<file path="src/rtl/te_pkg.sv">
// Shared types and constants for the trace encoder's branch map sequencing.
package te_pkg;

  localparam int BRANCH_COUNT_LEN = 5;
  localparam int BRANCH_MAP_MAX   = 31;

  // Encoding is externally visible on pkt_reason_o.
  typedef enum logic [1:0] {
    SYNC    = 2'd0,
    DISC    = 2'd1,
    FULL    = 2'd2,
    TIMEOUT = 2'd3
  } bmap_reason_e;

  typedef enum logic [1:0] {
    IDLE  = 2'd0,
    REQ   = 2'd1,
    FLUSH = 2'd2
  } bmap_ctrl_state_e;

endpackage

</file>
<file path="src/rtl/te_bmap_timeout.sv">
// Idle-timeout detector: counts cycles a non-empty, unchanged branch map sits in IDLE.
// Instantiated only when TE_BRANCH_MAP_TIMEOUT_EN is defined.
module te_bmap_timeout
  import te_pkg::*;
#(
  parameter int TIMEOUT_CYCLES = 1024,
  parameter int CNT_W          = $clog2(TIMEOUT_CYCLES)
) (
  input  logic                        clk_i,
  input  logic                        rst_ni,
  input  logic                        count_en_i,
  input  logic                        clear_i,
  input  logic [BRANCH_COUNT_LEN-1:0] branches_i,
  input  logic                        is_empty_i,
  output logic                        hit_o
);

  localparam logic [CNT_W-1:0] CNT_LAST = CNT_W'(TIMEOUT_CYCLES - 1);

  logic [BRANCH_COUNT_LEN-1:0] prev_q;
  logic [CNT_W-1:0]            cnt_q;

  // NOTE: sequential state is written with non-blocking assignments only, so every
  // flop samples the pre-edge values regardless of statement order.
  always_ff @(posedge clk_i or negedge rst_ni) begin
    if (!rst_ni) begin
      prev_q <= '0;
      cnt_q  <= '0;
    end else begin
      prev_q <= branches_i;
      if (clear_i || is_empty_i || (branches_i != prev_q)) begin
        cnt_q <= '0;
      end else if (count_en_i && (cnt_q != CNT_LAST)) begin
        cnt_q <= cnt_q + CNT_W'(1);
      end
    end
  end

  assign hit_o = (cnt_q == CNT_LAST);

endmodule

</file>
<file path="src/rtl/te_branch_map_ctrl.sv">
// Branch map emission sequencer: IDLE -> REQ (valid/ready) -> FLUSH, with sticky pending
// sync/discontinuity requests. Optional idle timeout under TE_BRANCH_MAP_TIMEOUT_EN.
module te_branch_map_ctrl
  import te_pkg::*;
#(
  parameter int TIMEOUT_CYCLES = 1024,
  parameter int CNT_W          = $clog2(TIMEOUT_CYCLES)
) (
  input  logic                        clk_i,
  input  logic                        rst_ni,
  input  logic [BRANCH_COUNT_LEN-1:0] branches_i,
  input  logic                        is_full_i,
  input  logic                        is_empty_i,
  input  logic                        discontinuity_i,
  input  logic                        sync_req_i,
  input  logic                        pkt_ready_i,
  output logic                        pkt_valid_o,
  output logic [1:0]                  pkt_reason_o,
  output logic [BRANCH_COUNT_LEN-1:0] pkt_branches_o,
  output logic                        flush_o,
  output logic                        busy_o
);

  bmap_ctrl_state_e            state_q, state_d;
  bmap_reason_e                reason_q, reason_d, start_reason;
  logic [BRANCH_COUNT_LEN-1:0] branches_q, branches_d;
  logic                        pend_sync_q, pend_sync_d;
  logic                        pend_disc_q, pend_disc_d;
  logic                        start;
  logic                        timeout_hit;

`ifdef TE_BRANCH_MAP_TIMEOUT_EN
  te_bmap_timeout #(
    .TIMEOUT_CYCLES (TIMEOUT_CYCLES),
    .CNT_W          (CNT_W)
  ) u_timeout (
    .clk_i      (clk_i),
    .rst_ni     (rst_ni),
    .count_en_i (state_q == IDLE),
    .clear_i    (flush_o),
    .branches_i (branches_i),
    .is_empty_i (is_empty_i),
    .hit_o      (timeout_hit)
  );
`else
  assign timeout_hit = 1'b0;
`endif

  // NOTE: every variable gets a default before the case so no path leaves one
  // unassigned, which would otherwise infer a latch.
  always_comb begin
    state_d      = state_q;
    reason_d     = reason_q;
    branches_d   = branches_q;
    pend_sync_d  = pend_sync_q | sync_req_i;
    pend_disc_d  = pend_disc_q | discontinuity_i;
    start        = 1'b0;
    start_reason = SYNC;

    case (state_q)
      IDLE: begin
        if (pend_sync_d) begin
          start        = 1'b1;
          start_reason = SYNC;
          pend_sync_d  = 1'b0;
        end else if (pend_disc_d) begin
          start        = 1'b1;
          start_reason = DISC;
          pend_disc_d  = 1'b0;
        end else if (is_full_i) begin
          start        = 1'b1;
          start_reason = FULL;
        end else if (timeout_hit) begin
          start        = 1'b1;
          start_reason = TIMEOUT;
        end
      end
      REQ: begin
        if (pkt_ready_i) state_d = FLUSH;
      end
      FLUSH: begin
        // Pending requests chain straight into the next REQ; full/timeout wait for IDLE.
        state_d = IDLE;
        if (pend_sync_d) begin
          start        = 1'b1;
          start_reason = SYNC;
          pend_sync_d  = 1'b0;
        end else if (pend_disc_d) begin
          start        = 1'b1;
          start_reason = DISC;
          pend_disc_d  = 1'b0;
        end
      end
      default: state_d = IDLE;
    endcase

    if (start) begin
      state_d    = REQ;
      reason_d   = start_reason;
      branches_d = is_empty_i ? '0 : branches_i;
    end
  end

  always_ff @(posedge clk_i or negedge rst_ni) begin
    if (!rst_ni) begin
      state_q     <= IDLE;
      reason_q    <= SYNC;
      branches_q  <= '0;
      pend_sync_q <= 1'b0;
      pend_disc_q <= 1'b0;
    end else begin
      state_q     <= state_d;
      reason_q    <= reason_d;
      branches_q  <= branches_d;
      pend_sync_q <= pend_sync_d;
      pend_disc_q <= pend_disc_d;
    end
  end

  assign pkt_valid_o    = (state_q == REQ);
  assign flush_o        = (state_q == FLUSH);
  assign busy_o         = (state_q != IDLE);
  assign pkt_reason_o   = reason_q;
  assign pkt_branches_o = branches_q;

endmodule

</file>
<file path="config.mk">
export PLATFORM = sky130hd
export DESIGN_NAME = te_branch_map_ctrl
export DESIGN_NICKNAME = d
export VERILOG_FILES = /design/src/rtl/te_pkg.sv /design/src/rtl/te_bmap_timeout.sv /design/src/rtl/te_branch_map_ctrl.sv
export SDC_FILE = /design/constraint.sdc
export NUM_CORES = 1
export LEC_CHECK = 0
export CORE_AREA = 2 2 39 41
export CTS_BUF_LIST = sky130_fd_sc_hd__clkbuf_8
export CTS_CLUSTER_SIZE = 40
export DETAILED_ROUTE_END_ITERATION = 10
export DIE_AREA = 0 0 41 43
export PLACE_DENSITY = 0.79
export SYNTH_ARGS = -nofsm -noshare
export SYNTH_HDL_FRONTEND = slang
export SYNTH_SLANG_ARGS = --single-unit
</file>
<file path="constraint.sdc">
create_clock -name clk_i -period 1.8 [get_ports clk_i]
set_input_delay 0.18 -clock clk_i [delete_from_list [all_inputs] [get_ports clk_i]]
set_output_delay 0.18 -clock clk_i [all_outputs]
set_load 0.02 [all_outputs]
</file>
==> summary by stage, run 1 <==
Run status
The run finished with clean final reports.

Layout
The fraction of layout cells with a size suffix above 1 is 21.9%. The net total in the final layout is 77. The growth of design area from synthesis to finish is 54.8%. The utilization after layout is 55.4%. The number of diodes is 0.

Clock network
Counting the buffers created by CTS gives 3. The buffer cell driving the clock tree root is sky130_fd_sc_hd__clkbuf_8. In this run the number of H-tree levels came out at 1. For this design, the CTS-stage hold fixing added 0 buffers.

TritonCTS built the clock tree. The clock net in this run drives a total of 11 sinks. For the worst-skew pair, the clock arrives at the later sink with an insertion delay of 0.24 ns.

After clock tree synthesis, the clock-pin slew on the worst setup and hold paths is 0.05 ns. The maximum clock path buffer count is 2.

Floorplanning
The area of the die is 1760 um2. The placeable core region is 1380 um2. The initialized floorplan defines 14 standard-cell rows.

The die is 41 um wide. From bottom edge to top edge, the die measures 43 um. The initial utilization of the core area, before any placement, comes to 35.8%. For this design the top-level I/O count stands at 22.

Setup path
The critical-path maximum fanout is 10. The kind of cell adding the most delay to the critical path is buffers and inverters. The critical path is of the reg2out type. The data required time of the critical path is 1.62 ns.

The startpoint identified for the worst register-to-register timing path is state_q[1]. The sum of buffers and inverters on the critical path is 1. The delay of the slowest critical-path stage is 0.64 ns. STA classifies the critical path endpoint as a primary output. Data on the critical path arrives at its endpoint at 1.56 ns.

The beginning of the critical path is state_q[0]. The signal on the critical path passes through nor2b_1 -> clkdlybuf4s50_1. The slowest cell on the critical path is sky130_fd_sc_hd__clkdlybuf4s50_1. The kind of launch point of the worst setup path is a flip-flop.

STA
The number of max-slew violations in the final report is 0. The normalized max-slew margin is 68.1%. Setup total negative slack on the finished layout was measured at 0 ns. The final hold violation count came to 0. Setup violations remaining at the end of the flow were counted as 0. On the final layout, the worst clock skew is 0.00209 ns.

The slew at the pin with the worst max-slew slack is 0.477 ns. Setup repair after global routing left no endpoint under its margin. The minimum clock period is 1.74 ns. Static timing analysis puts the maximum clock frequency at 576 MHz.

In the finished design, the share of the clock period the worst path needs comes to 96.5%.

Pwr
In this run the power density over the cells is 1690 nW/um2. In this run, the combinational gates consume 45.6% of the power. The relative contribution of the clock network to total power is 18.3%. Per report_power, the sequential group accounts for 36.1% of the total.

Across the VDD grid, the largest voltage drop is 0.646 mV. Net switching is 34.8% of the power. In this run the static leakage power is 0.324 nW.

The cell-internal power is 0.843 mW. The net switching power is 0.450 mW.

Placement
Routability-driven placement finished with a final weighted congestion of 0.636. After legalization and detailed placement, the total HPWL measured 656 um. Buffers placed on the I/O ports in this run total 21.

Synth
Dividing the synthesized area by the synthesized cell count gives 12.4 um2. Counting distinct cell types in the post-synthesis netlist gives 18. The cell count after synthesis came out at 40. The fraction of the yosys area taken by sequential cells is 55.6%.

The number of synthesized register bits is 11. For this run, the number of Yosys warnings is 0. The post-synthesis cell area is 495 um2. The synthesized net count is 52.

Detailed routing
The number of routed nets with antenna violations is 0. The violation count after the first detailed-route iteration is 6. The total detailed-routing wirelength is 896 um. The via count is 370. The total iterations of the first detailed-routing run is 4. The routed length per instance is 11.2 um. In the routed layout, each cell is associated on average with a via count of 4.63. After detailed routing, the number of remaining DRC violations is 0.

Flow run
The number of max-cap violations is 0.

GRT
The global-route usage over all layers is 13.1%. The number of global-route vias before repair is 334. The wire length of the first global-routing pass is 1480 um. Entering global routing, the biggest net connects 12 pins. The initial antenna violation count came to 0.

The total overflow left after global routing is 0.

Min path
The class of the tightest hold or removal check is in2async.
-- logic make-up after synthesis --
logic type	synth area share [%]
and+or+nand+nor	21.0
muxes	11.4
buffers and inverters	1.77
DFF	55.6
AOI/OAI and AO/OA	10.4
-- layout make-up --
cell class | count | area, um2
Fill cell | 134 | 617
Sequential cell | 11 | 277
Multi-Input combinational cell | 27 | 211
Timing Repair Buffer | 21 | 210
Clock buffer | 3 | 41.3
Tap cell | 16 | 20.0
Clock inverter | 1 | 3.75
Inverter | 1 | 3.75
-- stage by stage --
step	setup slack [ns]	cells	total power, mW	hold WS, ns	instance area, um2
CTS	0.0587	80	1.31	0.289	767
global placement	0.177	76	1.05	0.487	721
global route	0.0154	80	1.38	0.334	767
floorplan	0.515	40	0.796	-0.116	495
detailed placement	0.155	76	1.06	0.487	721
finish	0.0637	80	1.29	0.272	767
-- routing by layer --
metal	up-vias	GRT usage, %	share of wire [%]
met5	-	0	0
met4	0	10.0	1.1
met3	2	6.28	8.4
met2	20	15.3	44
met1	165	17.8	47
li1	183	-	-
-- power groups by stage --
stage               Sequential [mW]  Clock (mW)  Combinational (mW)
floorplan                     0.521           0               0.275
detailed placement            0.469           0               0.593
global route                  0.484       0.262               0.630
CTS                           0.469       0.249               0.597
global placement              0.465           0               0.587
finish                        0.467       0.237               0.589
-- state kept, by name, indices dropped and copies added (netlist names) --
name and flops:
pkt_branches_o 5, state_q 2, pkt_reason_o 2, pend_disc_q 1, pend_sync_q 1
-- cells in the mapped netlist --
| cell | n | area, um2 |
|---|---|---|
| sky130_fd_sc_hd__a21o_2 | 1 | 8.76 |
| sky130_fd_sc_hd__a21oi_2 | 1 | 8.76 |
| sky130_fd_sc_hd__a2bb2oi_1 | 1 | 8.76 |
| sky130_fd_sc_hd__and2_1 | 1 | 6.26 |
| sky130_fd_sc_hd__buf_2 | 1 | 5.00 |
| sky130_fd_sc_hd__dfrtp_1 | 11 | 275 |
| sky130_fd_sc_hd__inv_1 | 1 | 3.75 |
| sky130_fd_sc_hd__mux2_2 | 5 | 56.3 |
| sky130_fd_sc_hd__nand2_1 | 1 | 3.75 |
| sky130_fd_sc_hd__nand2b_1 | 1 | 6.26 |
| sky130_fd_sc_hd__nor2_1 | 3 | 11.3 |
| sky130_fd_sc_hd__nor2b_1 | 7 | 43.8 |
| sky130_fd_sc_hd__nor3_1 | 1 | 5.00 |
| sky130_fd_sc_hd__nor4_4 | 1 | 21.3 |
| sky130_fd_sc_hd__o21a_1 | 1 | 7.51 |
| sky130_fd_sc_hd__o22a_2 | 1 | 10.0 |
| sky130_fd_sc_hd__o31ai_1 | 1 | 7.51 |
| sky130_fd_sc_hd__or2_2 | 1 | 6.26 |
-- path summary, 6_finish.rpt --
kind | to | depth (start not counted) | slack, ns
max | pkt_valid_o | 2 | 0.06
min | pkt_branches_o[0] | 1 | 0.27
max reg2reg | pkt_branches_o[1] | 3 | 0.40
min reg2reg | pkt_reason_o[1] | 1 | 0.50
max in group asynchronous | state_q[0] | 1 | 1.18
min in group clk_i | pkt_reason_o[1] | 1 | 0.50
-- placed cells by master, fill, tap and decap left out --
cell	n
sky130_fd_sc_hd__nor4_4	1
sky130_fd_sc_hd__dfrtp_1	10
sky130_fd_sc_hd__or2_2	1
sky130_fd_sc_hd__mux2_2	5
sky130_fd_sc_hd__o21a_1	1
sky130_fd_sc_hd__inv_1	2
sky130_fd_sc_hd__o22a_2	1
sky130_fd_sc_hd__nor2b_1	7
sky130_fd_sc_hd__nor3_1	1
sky130_fd_sc_hd__clkdlybuf4s50_1	21
sky130_fd_sc_hd__dfrtp_2	1
sky130_fd_sc_hd__clkbuf_8	3
sky130_fd_sc_hd__nor2_1	3
sky130_fd_sc_hd__a21o_2	1
sky130_fd_sc_hd__nand2b_1	1
sky130_fd_sc_hd__a21oi_2	1
sky130_fd_sc_hd__a2bb2oi_1	1
sky130_fd_sc_hd__o31ai_1	1
sky130_fd_sc_hd__nand2_1	1
sky130_fd_sc_hd__and2_1	1
-- worst register-to-register path: cells and delay by family (launching register included) --
family          cells  cell delay, ns
flops               1            0.38
mux                 1            0.37
simple gates        1            0.21
compound gates      1            0.33
-- what timing repair did --
| item | in CTS | in global routing |
|---|---|---|
| setup endpoints to repair | 1 | 0 |
| setup buffers | 0 | 0 |
| hold endpoints to repair | 0 | 0 |
| gates resized for setup | 1 | 0 |
Note: power is estimated with default switching activity, not from simulation.
==> run 2: changes to the inputs <==
- CELL_PAD_IN_SITES_DETAIL_PLACEMENT: not set -> 0
- CELL_PAD_IN_SITES_GLOBAL_PLACEMENT: not set -> 2
- CORE_AREA: 2 2 39 41 -> not set
- CORE_UTILIZATION: not set -> 25
- DIE_AREA: 0 0 41 43 -> not set
- PLACE_DENSITY: 0.79 -> 0.84
==> run 2 against run 1 <==
  * Maximum frequency grew 5.3%
  * Register-to-register slack got worse by 0.02 ns
  * Final cell count increased by 13%
  * Critical path type unchanged
  * Largest cell class unchanged
  * Largest power group unchanged
==> summary by stage, run 2 (same netlist as run 1, synthesis figures left out) <==
Run status
The run finished with clean final reports.

Layout
In the layout the commonest cells are sky130_fd_sc_hd__clkdlybuf4s50_1 (21), sky130_fd_sc_hd__dfrtp_1 (11), sky130_fd_sc_hd__nor2b_1 (7). The register with the most flip-flops in the layout has 5 of them. The most frequent standard cell in the layout excluding fill and tap cells is sky130_fd_sc_hd__clkdlybuf4s50_1. Once layout is complete, the utilization of the core stands at 44.0%. Relative to the synthesized area, the layout overhead comes to 58.3%.

The repair_antennas step left the layout with diodes totalling 0. The post-route netlist has 21.5% of its cells at a drive strength greater than 1. The net total in the final layout is 78.

STA
The minimum clock period is 1.65 ns. The slew at the pin with the worst max-slew slack is 0.474 ns. The achievable clock frequency is 606 MHz. The normalized max-slew margin is 68.3%.

The final worst hold slack is 0.267 ns. The final critical path takes up 91.6% of the cycle. Setup repair after global routing left no endpoint under its margin. The number of max-slew violations in the final report is 0. The worst clock skew on the final layout is 0.00272 ns. After routing, the total negative slack on setup checks comes to 0 ns. Setup violations remaining at the end of the flow were counted as 0. The final hold violation count was 0.

Flow run
The number of max-cap violations is 0.

Floorplanning
The die is 46.5 um tall. The horizontal die dimension is 46.5 um. 22 I/O pins were placed. The area of the die is 2160 um2. After floorplanning, the core was divided into 15 placement rows. The placeable core region is 1780 um2. The initial utilization of the core area, before any placement, comes to 27.8%.

Min path
The class of the tightest hold or removal check is in2async.

Setup path
STA classifies the critical path startpoint as a flip-flop. The data required time of the critical path is 1.62 ns. The signal on the critical path passes through or2_2 -> clkdlybuf4s50_1. The kind of capture point of the worst setup path is a primary output. The endpoint arrival time on the critical path is 1.47 ns.

Along the worst path, the maximum fanout reaches 4. Among all stages on the critical path, the largest delay is contributed by sky130_fd_sc_hd__clkdlybuf4s50_1. The type of the worst setup path is reg2out. The delay of the slowest critical-path stage is 0.54 ns.

Clock network
The hold buffer count at cts is 0. TritonCTS built the clock tree. The buffer cell driving the clock tree root is sky130_fd_sc_hd__clkbuf_8. The worst-skew pair later-pin latency is 0.24 ns. The clock passes through at most 2 buffers. The post-CTS setup buffer count is 0.

The TritonCTS buffer count is 3. The maximum level of the CTS H-tree is 1. Clock-pin slew was measured on the worst setup and hold paths at 0.05 ns. For this design, the sink count on the clock tree is 11.

The number of gates given a new drive strength after cts is 0.

Detailed routing
The number of routed nets with antenna violations is 0. The first detailed-routing pass ran for 4 iterations. The routed length per instance is 10.1 um. Wires add up to 909 um. The via count is 363. The via density per instance is 4.03.

The detailed router finished its first iteration with 5 violations. The remaining routing DRC violations is 0.

GRT
The maximum number of pins on one net before global-route repair is 12. The residual overflow from global routing is 0. The number of global-route vias before repair was 351. Across every metal layer, demand over resource in global routing totals 11.0%.

The wire length of the first global-routing pass is 1510 um. The initial antenna violation count is 0.

Pwr
Summing internal, switching and leakage power gives 1.31 mW. For this design the static power due to leakage is 0.330 nW. IR analysis of the VDD net gives a maximum drop of 0.670 mV. The power density over the cells is 1670 nW/um2.

Placement
The estimated wirelength of the detail-placed design is 689 um. The count of buffers from port buffering is 21. Routability-driven placement finished with a final weighted congestion of 0.676.
==> run 2: cell types whose count changed in the layout (fill, tap and decap cells not counted), sizes merged <==
cell | previous run | this run
buf | 0 | 1
==> run 2: layout make-up <==
cell class | instances | area, um2
fillers | 183 | 998
well taps | 25 | 31.3
inverters | 1 | 3.75
repair buffers | 22 | 218
clock buffers | 3 | 41.3
multi-input cells | 27 | 211
clock inverters | 1 | 3.75
flip-flops and latches | 11 | 275
==> run 2: critical path: cells and delay by family, from the launching register on <==
| family | cells | cell delay (ns) |
|---|---|---|
| flip-flops | 1 | 0.40 |
| buffers and inverters | 1 | 0.54 |
| AND/OR/NAND/NOR | 1 | 0.30 |
==> run 2: routing by layer <==
metal | GRT usage (%) | vias up | routed length [um]
li1 | - | 185 | -
met1 | 13.8 | 160 | 421
met2 | 13.6 | 14 | 380
met3 | 7.06 | 4 | 85
met4 | 7.06 | 0 | 21
met5 | 0 | - | 0
==> run 2: where the power goes <==
group / switching, mW / leakage [nW] / internal [mW] / total [mW]
sequential: 0.0824 / 0.137 / 0.361 / 0.443
combinational: 0.281 / 0.166 / 0.345 / 0.627
clock: 0.0925 / 0.0269 / 0.150 / 0.242
==> run 2: path summary, 6_finish.rpt <==
| check | slack (ns) | endpoint | from | cells after the start |
|---|---|---|---|---|
| worst max-delay path | 0.15 | busy_o | state_q[0] | 2 |
| worst min-delay path | 0.27 | pkt_branches_o[2] | rst_ni | 1 |
| worst max register to register | 0.38 | pkt_branches_o[4] | state_q[1] | 3 |
| worst min register to register | 0.50 | pkt_reason_o[1] | pkt_reason_o[1] | 1 |
| max in group asynchronous | 1.21 | pkt_branches_o[1] | rst_ni | 1 |
| min in group clk_i | 0.50 | pkt_reason_o[1] | pkt_reason_o[1] | 1 |
==> run 2: metrics by stage <==
step,area [um2],std cells,worst slack (ns)
after floorplan,495,40,0.515
after global placement,739,86,0.181
after detailed placement,739,86,0.138
after CTS,785,90,0.124
after global routing,785,90,0.0349
final,785,90,0.151
==> run 3: changes to the inputs <==
==> constraint.sdc (replaced) <==
create_clock -name clk_i -period 1.8 [get_ports clk_i]
set_input_delay 0.18 -clock clk_i [delete_from_list [all_inputs] [get_ports clk_i]]
set_output_delay 0.18 -clock clk_i [all_outputs]
set_load 0.01 [all_outputs]
==> run 3 against run 2 <==
  * Utilization fell by 0.35 points
  * Highest routed layer is now met3
  * Largest power group unchanged
  * Design area fell by 0.80%
  * Sequential cell count stayed put
  * Worst hold slack better by 0.013 ns
  * Via count grew 3.9%
  * Count of clock-buffer cells in the layout unchanged
  * Sequential share of layout area up 0.44 points
  * Critical path depth is the same
  * Sequential power up 5.0%
  * Largest cell class unchanged
==> summary by stage, run 3 (same netlist as run 1, synthesis figures left out) <==
Pwr
The power density over the cells is 1560 nW/um2. The analysis attributes to net switching a power of 0.369 mW. The total leakage power is 0.324 nW. VDD sags by at most 0.763 mV. The share of total power dissipated in sequential elements is 38.4%. The share of total power dissipated in combinational logic is 42.2%. The post-layout total power is 1.21 mW. Net switching is 30.5% of the power. The relative contribution of the clock network to total power is 19.4%. The internal power of the cells totals 0.843 mW.

Clock network
The clock drives 11 sinks. CTS built an H-tree with a depth of 1. TritonCTS built the clock tree. In this run the deepest clock path goes through 2 buffers. The TritonCTS buffer count is 3. Clock latency on the worst-skew pair, taken at its later pin, is 0.23 ns. Clock-pin slew was measured on the worst setup and hold paths at 0.05 ns. The buffer cell driving the clock tree root is sky130_fd_sc_hd__clkbuf_8.

Layout
The utilization after layout is 43.6%. Excluding fillers, the count of instances in the completed layout stands at 89. In the final layout, the multi-input gates occupy 211 um2. The library cell used most frequently in the layout, excluding fill and tap cells, is sky130_fd_sc_hd__clkdlybuf4s50_1.

After routing the design area is 778 um2. Cells with a size suffix above 1 make up 21.9% of the layout. The area used by sequential logic in the layout is 277 um2. The register with the most flip-flops in the layout has 5 of them. The top cell types in the final layout, fill and taps aside, are sky130_fd_sc_hd__clkdlybuf4s50_1 (21), sky130_fd_sc_hd__dfrtp_1 (10), sky130_fd_sc_hd__nor2b_1 (7). The net total in the final layout is 77. The total of fill cells in the finished design is 183. 0 antenna diodes ended up in the layout.

The growth of design area from synthesis to finish is 57.1%.

STA
The worst clock skew on the final layout is 0.00113 ns. The post-layout worst setup margin is 0.127 ns. The final hold violation count is 0. Across all hold checks on the routed design, the worst slack comes to 0.280 ns. In this run the tightest slew margin relative to its limit is 67.0%. Setup violations remaining at the end of the flow were counted as 0.

Of the available clock period, the critical path in the final layout requires 92.9%. Counting I/O delays and the setup requirement, the final critical path takes 1.67 ns. Setup repair after global routing left no endpoint under its margin. Static timing analysis puts the maximum clock frequency at 598 MHz.

For the pin with the worst max-slew slack, the measured transition is 0.493 ns. Adding up every negative setup slack in the final design gives 0 ns. The number of max-slew violations in the final report is 0.

Floorplanning
The die covers 2160 um2. The initial core utilization is 27.8%. In this run the core area contains 15 standard-cell rows. The I/O pin total is 22. From bottom edge to top edge, the die measures 46.5 um. From left edge to right edge, the die measures 46.5 um. The placeable core region is 1780 um2.

Detailed routing
The via count is 377. Summed over all layers, the routed wires come to 920 um. The first TritonRoute pass finished after 4 iterations. The routed length per instance is 10.3 um. The violation count after the first detailed-route iteration is 5.

The remaining routing DRC violations is 0. Dividing the detail-routed via count by the number of cells gives 4.24. The count of nets left with antenna violations once routing finished came out at 0.

Setup path
STA classifies the critical path startpoint as a flip-flop. STA classifies the critical path endpoint as a primary output. The type of the worst setup path is reg2out. The delay of the slowest critical-path stage is 0.57 ns. The data required time of the critical path is 1.62 ns. The endpoint arrival time on the critical path is 1.49 ns. The signal on the critical path passes through nor2b_1 -> clkdlybuf4s50_1.

Of all nets on the critical path, the largest fanout is 10. The slowest cell on the critical path is sky130_fd_sc_hd__clkdlybuf4s50_1.

GRT
Global routing finished with a remaining overflow of 0. The maximum number of pins on one net before global-route repair is 12. Global routing used 10.3% of the available tracks across all layers. The first global-routing pass estimated 1500 um of wire. The initial antenna violation count is 0.

The number of global-route vias before repair is 342.

Placement
After legalization and detailed placement, the total HPWL measured 691 um. At the placement stage, the worst setup path has a slack of 0.127 ns. The congestion estimate from routability-driven global placement came to 0.628. Counting tap cells, the placed design contains a total of 85 instances. Input and output buffers added on the ports amount to 21. The placement-stage cell area is 732 um2.

Run status
The flow ran to the end, and the final reports show no timing, DRC or antenna violations.

Flow run
Max-cap violations in this run came to 0.

Min path
The class of the tightest hold or removal check is in2async.
## run 3: cell count changes in the layout (fill, tap and decap cells not counted), sizes merged
| cell | previous run | this run |
|---|---|---|
| buf | 1 | 0 |
## run 3: timing repair
| item | 4_1_cts | 5_1_grt |
|---|---|---|
| hold buffers | 0 | 0 |
| resized for setup | 0 | 1 |
| setup buffers | 0 | 0 |
| endpoints found under the setup margin | 0 | 1 |
## run 3: layer usage
layer / track usage, % / up-vias / wire [um]
li1: - / 185 / -
met1: 14.0 / 178 / 429
met2: 13.3 / 14 / 403
met3: 5.88 / 0 / 87
met4: 3.53 / 0 / 0
met5: 0 / - / 0
## run 3: path summary, 6_finish.rpt
check	slack, ns	to	start	depth (start not counted)
min in group clk_i	0.50	pkt_reason_o[1]	pkt_reason_o[1]	1
min	0.28	pkt_reason_o[0]	rst_ni	1
max reg2reg	0.38	pkt_branches_o[4]	state_q[1]	3
max in group asynchronous	1.16	state_q[0]	rst_ni	1
min reg2reg	0.50	pkt_reason_o[1]	pkt_reason_o[1]	1
max	0.13	pkt_valid_o	state_q[0]	2
## run 3: cell type report
cell class / count / share of cell area [%]
Timing Repair Buffer: 21 / 27.0
Multi-Input combinational cell: 27 / 27.2
Clock buffer: 3 / 5.31
Tap cell: 25 / 4.02
Inverter: 1 / 0.482
Clock inverter: 1 / 0.482
Sequential cell: 11 / 35.5
## run 3: power groups by stage
stage	clock, mW	combinational [mW]	sequential, mW
5_1_grt	0.261	0.556	0.486
3_5_place_dp	0	0.518	0.466
3_3_place_gp	0	0.512	0.468
6_report	0.235	0.512	0.465
2_1_floorplan	0	0.251	0.465
4_1_cts	0.241	0.520	0.465
## run 3: critical path: cells and delay by family, from the launching register on
kind | cells | cell delay (ns)
DFF | 1 | 0.45
and+or+nand+nor | 1 | 0.24
buffers and inverters | 1 | 0.57
